===== config.mk =====
export PLATFORM = sky130hd
export DESIGN_NAME = consumer_request_port
export DESIGN_NICKNAME = d
export VERILOG_FILES = /design/src/rtl/consumer_request_port.sv
export SDC_FILE = /design/constraint.sdc
export NUM_CORES = 1
export LEC_CHECK = 0
export ABC_AREA = 1
export ABC_CLOCK_PERIOD_IN_PS = 4500
export BUFFER_PORTS_ARGS = -buffer_cell sky130_fd_sc_hd__buf_2
export CELL_PAD_IN_SITES_DETAIL_PLACEMENT = 0
export CELL_PAD_IN_SITES_GLOBAL_PLACEMENT = 1
export CORE_MARGIN = 1.5
export CORE_UTILIZATION = 45
export CTS_CLUSTER_SIZE = 28
export DETAILED_ROUTE_END_ITERATION = 10
export GPL_TIMING_DRIVEN = 0
export HOLD_SLACK_MARGIN = 0.02
export PLACE_DENSITY_LB_ADDON = 0.1
export SLEW_MARGIN = 20
export SYNTH_ARGS = -nofsm -noshare
export SYNTH_HDL_FRONTEND = slang
export SYNTH_SLANG_ARGS = --single-unit

===== constraint.sdc =====
create_clock -name clk -period 4.5 [get_ports clk]
set_clock_uncertainty 0.05 [all_clocks]
set_input_delay 0.9 -clock clk [delete_from_list [all_inputs] [get_ports clk]]
set_output_delay 0.9 -clock clk [all_outputs]
set_load 0.02 [all_outputs]

===== src/rtl/consumer_request_port.sv =====
// Per-consumer request front end: queues PLM requests, presents the head to the
// round-robin scheduler lane and returns a registered one-cycle response.
module consumer_request_port #(
  parameter int ADDR_WIDTH     = 4,
  parameter int VALUE_WIDTH    = 8,
  parameter int FIFO_DEPTH     = 4,
  parameter int WAIT_CNT_WIDTH = 8,
  localparam int REQ_WIDTH     = ADDR_WIDTH + VALUE_WIDTH + 2,
  localparam int RES_WIDTH     = VALUE_WIDTH + 1
) (
  input  logic                      clk,
  input  logic                      reset,
  input  logic                      in_valid,
  output logic                      in_ready,
  input  logic [ADDR_WIDTH-1:0]     in_addr,
  input  logic [VALUE_WIDTH-1:0]    in_value,
  input  logic                      in_wr,
  output logic [REQ_WIDTH-1:0]      sched_req,
  input  logic [RES_WIDTH-1:0]      sched_res,
  output logic                      rsp_valid,
  output logic [VALUE_WIDTH-1:0]    rsp_value,
  output logic                      rsp_wr,
  output logic                      busy,
  output logic [WAIT_CNT_WIDTH-1:0] wait_cycles,
  output logic                      protocol_err
);

  localparam int PTR_W   = $clog2(FIFO_DEPTH);
  localparam int CNT_W   = PTR_W + 1;
  localparam int ENTRY_W = ADDR_WIDTH + VALUE_WIDTH + 1;
  localparam logic [CNT_W-1:0] FULL_CNT = CNT_W'(FIFO_DEPTH);
  localparam logic [CNT_W-1:0] ONE_CNT  = CNT_W'(1);

  typedef enum logic {IDLE, REQ} state_t;

  state_t                    state_q;
  logic [ENTRY_W-1:0]        mem_q [FIFO_DEPTH];
  logic [PTR_W-1:0]          rd_ptr_q, wr_ptr_q;
  logic [CNT_W-1:0]          count_q, count_d;
  logic                      presented_q;
  logic                      rsp_valid_q, rsp_wr_q, protocol_err_q;
  logic [VALUE_WIDTH-1:0]    rsp_value_q;
  logic [WAIT_CNT_WIDTH-1:0] wait_q, wait_d;
  logic                      enq, service, stray_res;
  logic [ENTRY_W-1:0]        head;

  assign head      = mem_q[rd_ptr_q];
  assign in_ready  = ~reset & (count_q != FULL_CNT);
  assign enq       = in_valid & in_ready;
  assign service   = sched_res[0] & presented_q;
  assign stray_res = sched_res[0] & ~presented_q;

  // Valid is masked while a response arrives so the scheduler never re-issues the head.
  assign sched_req = (state_q == REQ) ? {head, ~sched_res[0]} : '0;

  assign rsp_valid    = rsp_valid_q;
  assign rsp_value    = rsp_value_q;
  assign rsp_wr       = rsp_wr_q;
  assign busy         = (count_q != '0);
  assign wait_cycles  = wait_q;
  assign protocol_err = protocol_err_q;

  always_comb begin
    count_d = count_q;
    if (enq && !service) begin
      count_d = count_q + ONE_CNT;
    end else if (!enq && service) begin
      count_d = count_q - ONE_CNT;
    end
    wait_d = wait_q;
    if (service || state_q == IDLE) begin
      wait_d = '0;
    end else if (wait_q != '1) begin
      wait_d = wait_q + 1'b1;
    end
  end

  always_ff @(posedge clk or posedge reset) begin
    if (reset) begin
      state_q        <= IDLE;
      for (int i = 0; i < FIFO_DEPTH; i++) mem_q[i] <= '0;
      rd_ptr_q       <= '0;
      wr_ptr_q       <= '0;
      count_q        <= '0;
      presented_q    <= 1'b0;
      rsp_valid_q    <= 1'b0;
      rsp_value_q    <= '0;
      rsp_wr_q       <= 1'b0;
      wait_q         <= '0;
      protocol_err_q <= 1'b0;
    end else begin
      presented_q <= sched_req[0];
      count_q     <= count_d;
      wait_q      <= wait_d;
      rsp_valid_q <= service;
      if (enq) begin
        mem_q[wr_ptr_q] <= {in_addr, in_value, in_wr};
        wr_ptr_q        <= wr_ptr_q + 1'b1;
      end
      if (service) begin
        rd_ptr_q    <= rd_ptr_q + 1'b1;
        rsp_value_q <= sched_res[RES_WIDTH-1:1];
        rsp_wr_q    <= head[0];
      end
      if (stray_res) protocol_err_q <= 1'b1;
      case (state_q)
        IDLE: if (enq) state_q <= REQ;
        REQ:  if (service && !enq && count_q == ONE_CNT) state_q <= IDLE;
        default: state_q <= IDLE;
      endcase
    end
  end

endmodule


Yosys cells after proc, flatten, opt, wreduce, memory -nomap -nowiden
Cells that the tools add are included.

Add/subtract/negate cells: 5. $lt $le $gt $ge: 3. Equality and inequality tests: 3. Mux-type cells: 14. Bitwise logic cells: 10. Reductions and logical operators: 10.

Operator list (number): $bwmux W52 (1); $mux W13 (3); $bmux W13 S2 (1); $demux W13 S2 (1); $mux W8 (2); $mux W14 (1); $add A8 B1 Y8 const B (1); $ne A8 B8 Y1 const B (1); $ge A3 B3 Y1 const B (2); $mux W3 (2); $not A2 Y3 (2); $add A2 B1 Y2 const B (2); $and A1 B1 Y1 (4); $logic_and A1 B1 Y1 (4); $not A1 Y1 (4); $reduce_bool A2 Y1 (2); $add A3 B1 Y3 const B (1); $eq A3 B1 Y1 const B (1); $lt A3 B1 Y1 const B (1); $ne A3 B3 Y1 const B (1); $reduce_bool A3 Y1 (1); $sub A3 B1 Y3 const B (1); $logic_not A1 Y1 (2); $mux W1 (2); other kinds (2) (2).

Register bits after elaboration: 80. Input bits: 25.

Logic depth before layout (Yosys ltp)
Word-level depth: 8. Mapped depth: 11. Gate-level depth less buffers: 11.

Least setup slack after synthesis
OpenSTA, ideal clock, no wires.

Path type: input-to-reg. Start point: input reset. End point: register count_q[2]. Data arrival time: 3.935 ns. Data required time: 4.332 ns. Path slack: 0.397 ns. Stages: 8. Path through: inv_1 > nand3_4 > buf_2 > ha_1 > inv_1 > nand3_1 > xor2_1 > inv_1.

Longest elaborated chain between the ends: 6.

RTL lines: from (decl) (RTL line 12) `input logic reset,`; $not A1 Y1 (*) (RTL line 48) `assign in_ready = ~reset & (count_q != FULL_CNT);`; $and A1 B1 Y1 (*) (RTL line 48); $and A1 B1 Y1 (*) (RTL line 49) `assign enq = in_valid & in_ready;`; $logic_not A1 Y1 (RTL line 67) `end else if (!enq && service) begin`; $logic_and A1 B1 Y1 (RTL line 67); $reduce_bool A2 Y1 (no source line); to (signal assigned) (RTL line 93) `count_q <= count_d;`; to (decl) (RTL line 39) `logic [CNT_W-1:0] count_q, count_d;`.

Mark *: on every way between the ends. The rest lies on a longest branch, timed or not. A chain may end at the register's enable or synchronous reset.

Final worst setup path
Start point: register rd_ptr_q[0]. End point: output sched_req[2].

Longest elaborated chain between the ends: 5.

RTL lines: from (decl) (RTL line 38) `logic [PTR_W-1:0] rd_ptr_q, wr_ptr_q;`; from (signal assigned) (RTL line 101) `rd_ptr_q <= rd_ptr_q + 1'b1;`; $not A2 Y3 (not written as such) (RTL line 47) `assign head = mem_q[rd_ptr_q];`; $bmux W13 S2 (RTL line 47); $mux W13 (not written as such) (2 in a row) (RTL line 47); $mux W14 (RTL line 54) `assign sched_req = (state_q == REQ) ? {head, ~sched_res[0]} : '0;`; to (decl) (RTL line 18) `output logic [REQ_WIDTH-1:0] sched_req,`.

No other way between the ends. The select of a mux whose other input is x is not followed.

==> flow_summary.yaml <==
status:
  outcome: "completed"
clock_tree:
  clockRootBuffer: "clkbuf_8"
  cts_resized: 0
  cts.clk_slew.worst_paths_ns: 0.08
  clk_latency_ns: 0.35
  cts_hold_buf: 0
  numCtsBuffers: 9
  clock-sinks: 80
  cts_setup_buffers: 0
  cts_tree: "done"
  cts_buffer_depth: 2
  htree_levels: 3
sta:
  tightest_slew_ns: 0.671
  final.period_utilization_pct: 63.5
  slew_headroom_pct: 55.2
  setup_tns_ns: 0
  min_period_ns: 2.86
  setup_viol: 0
  hold_violations: 0
  rsz0062_at_grt: "false"
  fmax_ghz: 0.350
  holdWs_ns: 0.404
  report.final.slew_viol_count: 0
die:
  initial_core_util_pct: 46.6
  die_x_um: 95.5
  ioPinCount: 60
  die-area_sq_mm: 0.00911
  fp.dieH_um: 95.5
  row_count: 33
  core_area_sq_mm: 0.00826
synthesis:
  synth_xor_area_share_pct: 1.14
  avgSynthCellArea_sq_um: 8.33
  netlist_instances: 462
  synth_cell_types: 26
  ys_ff_latch: 80
  muxShareOfSynthArea_pct: 0
  synthTopCellsByArea: "dfrtp_1 52%, nand2_1 16%, o21ai_0 7.4%, inv_1 5.1%, o211ai_1 4.7%"
  seq_area_frac_synth_pct: 52.0
  synth-warning-count: 0
  yosys.area.top_type: "dfrtp_1"
  synth_nets: 498
  synth_top_family_by_area: "simple AND/OR/NAND/NOR gates"
  syn_area_sq_mm: 0.00385
  synth_fa_ha_area_share_pct: 3.58
  yosys.area_share.simple_pct: 20.7
  synth_compound_area_share_pct: 14.6
  synth_top_area_share_pct: 52.0
place:
  portBuffers: 59
  gp_congestion: 0.787
  dp_hpwl_um: 6540
routing:
  drc: 0
  via_count: 3302
  antenna_left: 0
  first_iter_violations: 172
  wl_per_cell_um: 15.6
  routed_via_density: 5.14
  wirelength_um: 10000
  firstDrtPassIters: 5
global_route:
  globalRouteOverflowTotal: 0
  grt_use_met2_pct: 36.8
  grt_util_met3_pct: 3.75
  grt_max_degree: 50
  grt_pass1_wl_um: 15900
  track_usage_pct: 23.7
  grt_use_met1_pct: 33.9
  antenna_found_initial: 0
  grt_most_used_layer: "met2"
  grt_pass1_vias: 3062
worst_setup_path:
  cp-start-kind: "flop"
  cp_slowest_cell: "clkbuf_1"
  criticalPathCategory: "reg2out"
  arrival_ns: 1.91
  cpPeakStageDelay_ns: 0.53
  crit_top_cell: "buf_2"
  worstPathRequired_ns: 3.55
  crit_fanout: 10
  cp_cell_sequence: "buf_2, clkbuf_1, o211ai_1, a21oi_1, buf_2"
  worstSetupEndpointType: "primary output"
cells_and_area:
  layout.cells.most_common: "nand2_1"
  mostFrequentLayoutCells: "159 x nand2_1, 80 x dfrtp_1, 68 x buf_2"
  final_nets: 569
  synthToLayoutAreaGrowth_pct: 16.5
  final_layout_size_suffix_gt1_share_pct: 17.9
  diodes: 0
worst_hold_path:
  hold_class: "reg2reg"
power:
  powerDensity_mw_per_mm2: 716
  peakVddDrop_mv: 0.280
  p_leak_nw: 2.33
job:
  maxCapViolCount: 0
[power breakdown]
| part | internal, W | switching (W) |
|---|---|---|
| clock network | 0.000266 | 0.000257 |
| registers | 0.00103 | 0.000159 |
| logic | 0.000487 | 0.00101 |
| total | 0.00178 | 0.00142 |
[path summary, 6_finish.rpt]
| path | from | to | slack (ns) | depth (start not counted) |
|---|---|---|---|---|
| max in group asynchronous | reset | mem_q[31] | 3.20 | 3 |
| min in group asynchronous | reset | mem_q[0] | 0.60 | 2 |
| worst min-delay path | presented_q | protocol_err | 0.40 | 1 |
| worst min register to register | presented_q | protocol_err | 0.40 | 1 |
| worst max-delay path | rd_ptr_q[0] | sched_req[2] | 1.64 | 5 |
| worst max register to register | count_q[0] | count_q[2] | 2.37 | 10 |
[metal layers]
layer  share of wire (%)  routed length [um]
met1                  47                4740
met2                  46                4620
met5                   0                   0
met3                 5.3                 531
met4                 1.5                 146
[stage by stage]
stage,util (%),cell area (sq um),worst slack [ns],cells,power (W)
3_3_place_gp,51.7,4270,-0.816,626,0.00265
5_1_grt,54.3,4480,1.54,642,0.00348
4_1_cts,54.3,4480,1.69,642,0.00323
3_5_place_dp,52.0,4300,1.48,627,0.00269
2_1_floorplan,-,3850,0.397,462,0.00220
6_report,54.3,4480,1.64,642,0.00321
[state kept, by name (all words and copies together) (netlist names)]
signal        flops
count_q           3
mem_q            52
presented_q       1
protocol_err      1
rd_ptr_q          2
rsp_valid         1
rsp_value         8
rsp_wr            1
state_q           1
wait_cycles       8
wr_ptr_q          2
[worst max-delay path: cells and delay by family, from the launching register on]
family,cells,cell delay [ns]
AOI/OAI and AO/OA,2,0.36
buffers and inverters,3,0.87
DFF,1,0.32
[area by class of cell]
class                           count  area [sq um]
Clock inverter                      4          45.0
Inverter                           53           201
Clock buffer                       11           141
Timing Repair Buffer               60           315
Tap cell                          105           131
Fill cell                         845          3780
Multi-Input combinational cell    308          1540
Sequential cell                    80          2000
Buffer                             21           105
[cells in the mapped netlist]
cell type,number
clkinv_1,1
nand3_2,1
buf_4,4
o31ai_1,1
nor2_4,3
o21ai_0,57
xnor2_1,1
o211ai_1,24
nand4_1,1
ha_1,11
nor2_1,13
inv_1,52
or2_2,1
nand2_2,1
nor2_2,1
buf_1,1
nand3_4,1
a21oi_1,13
nand3_1,13
dfrtp_1,80
buf_2,9
xor2_1,4
nand2_1,159
o21bai_1,2
a32oi_1,1
clkbuf_1,7
[logic make-up after synthesis]
family          count (synthesis)
buf+inv                        74
compound gates                 98
fa+ha+maj                      11
flops                          80
xor+xnor                        5
simple gates                  194
Power figures use the tool's default switching activity.
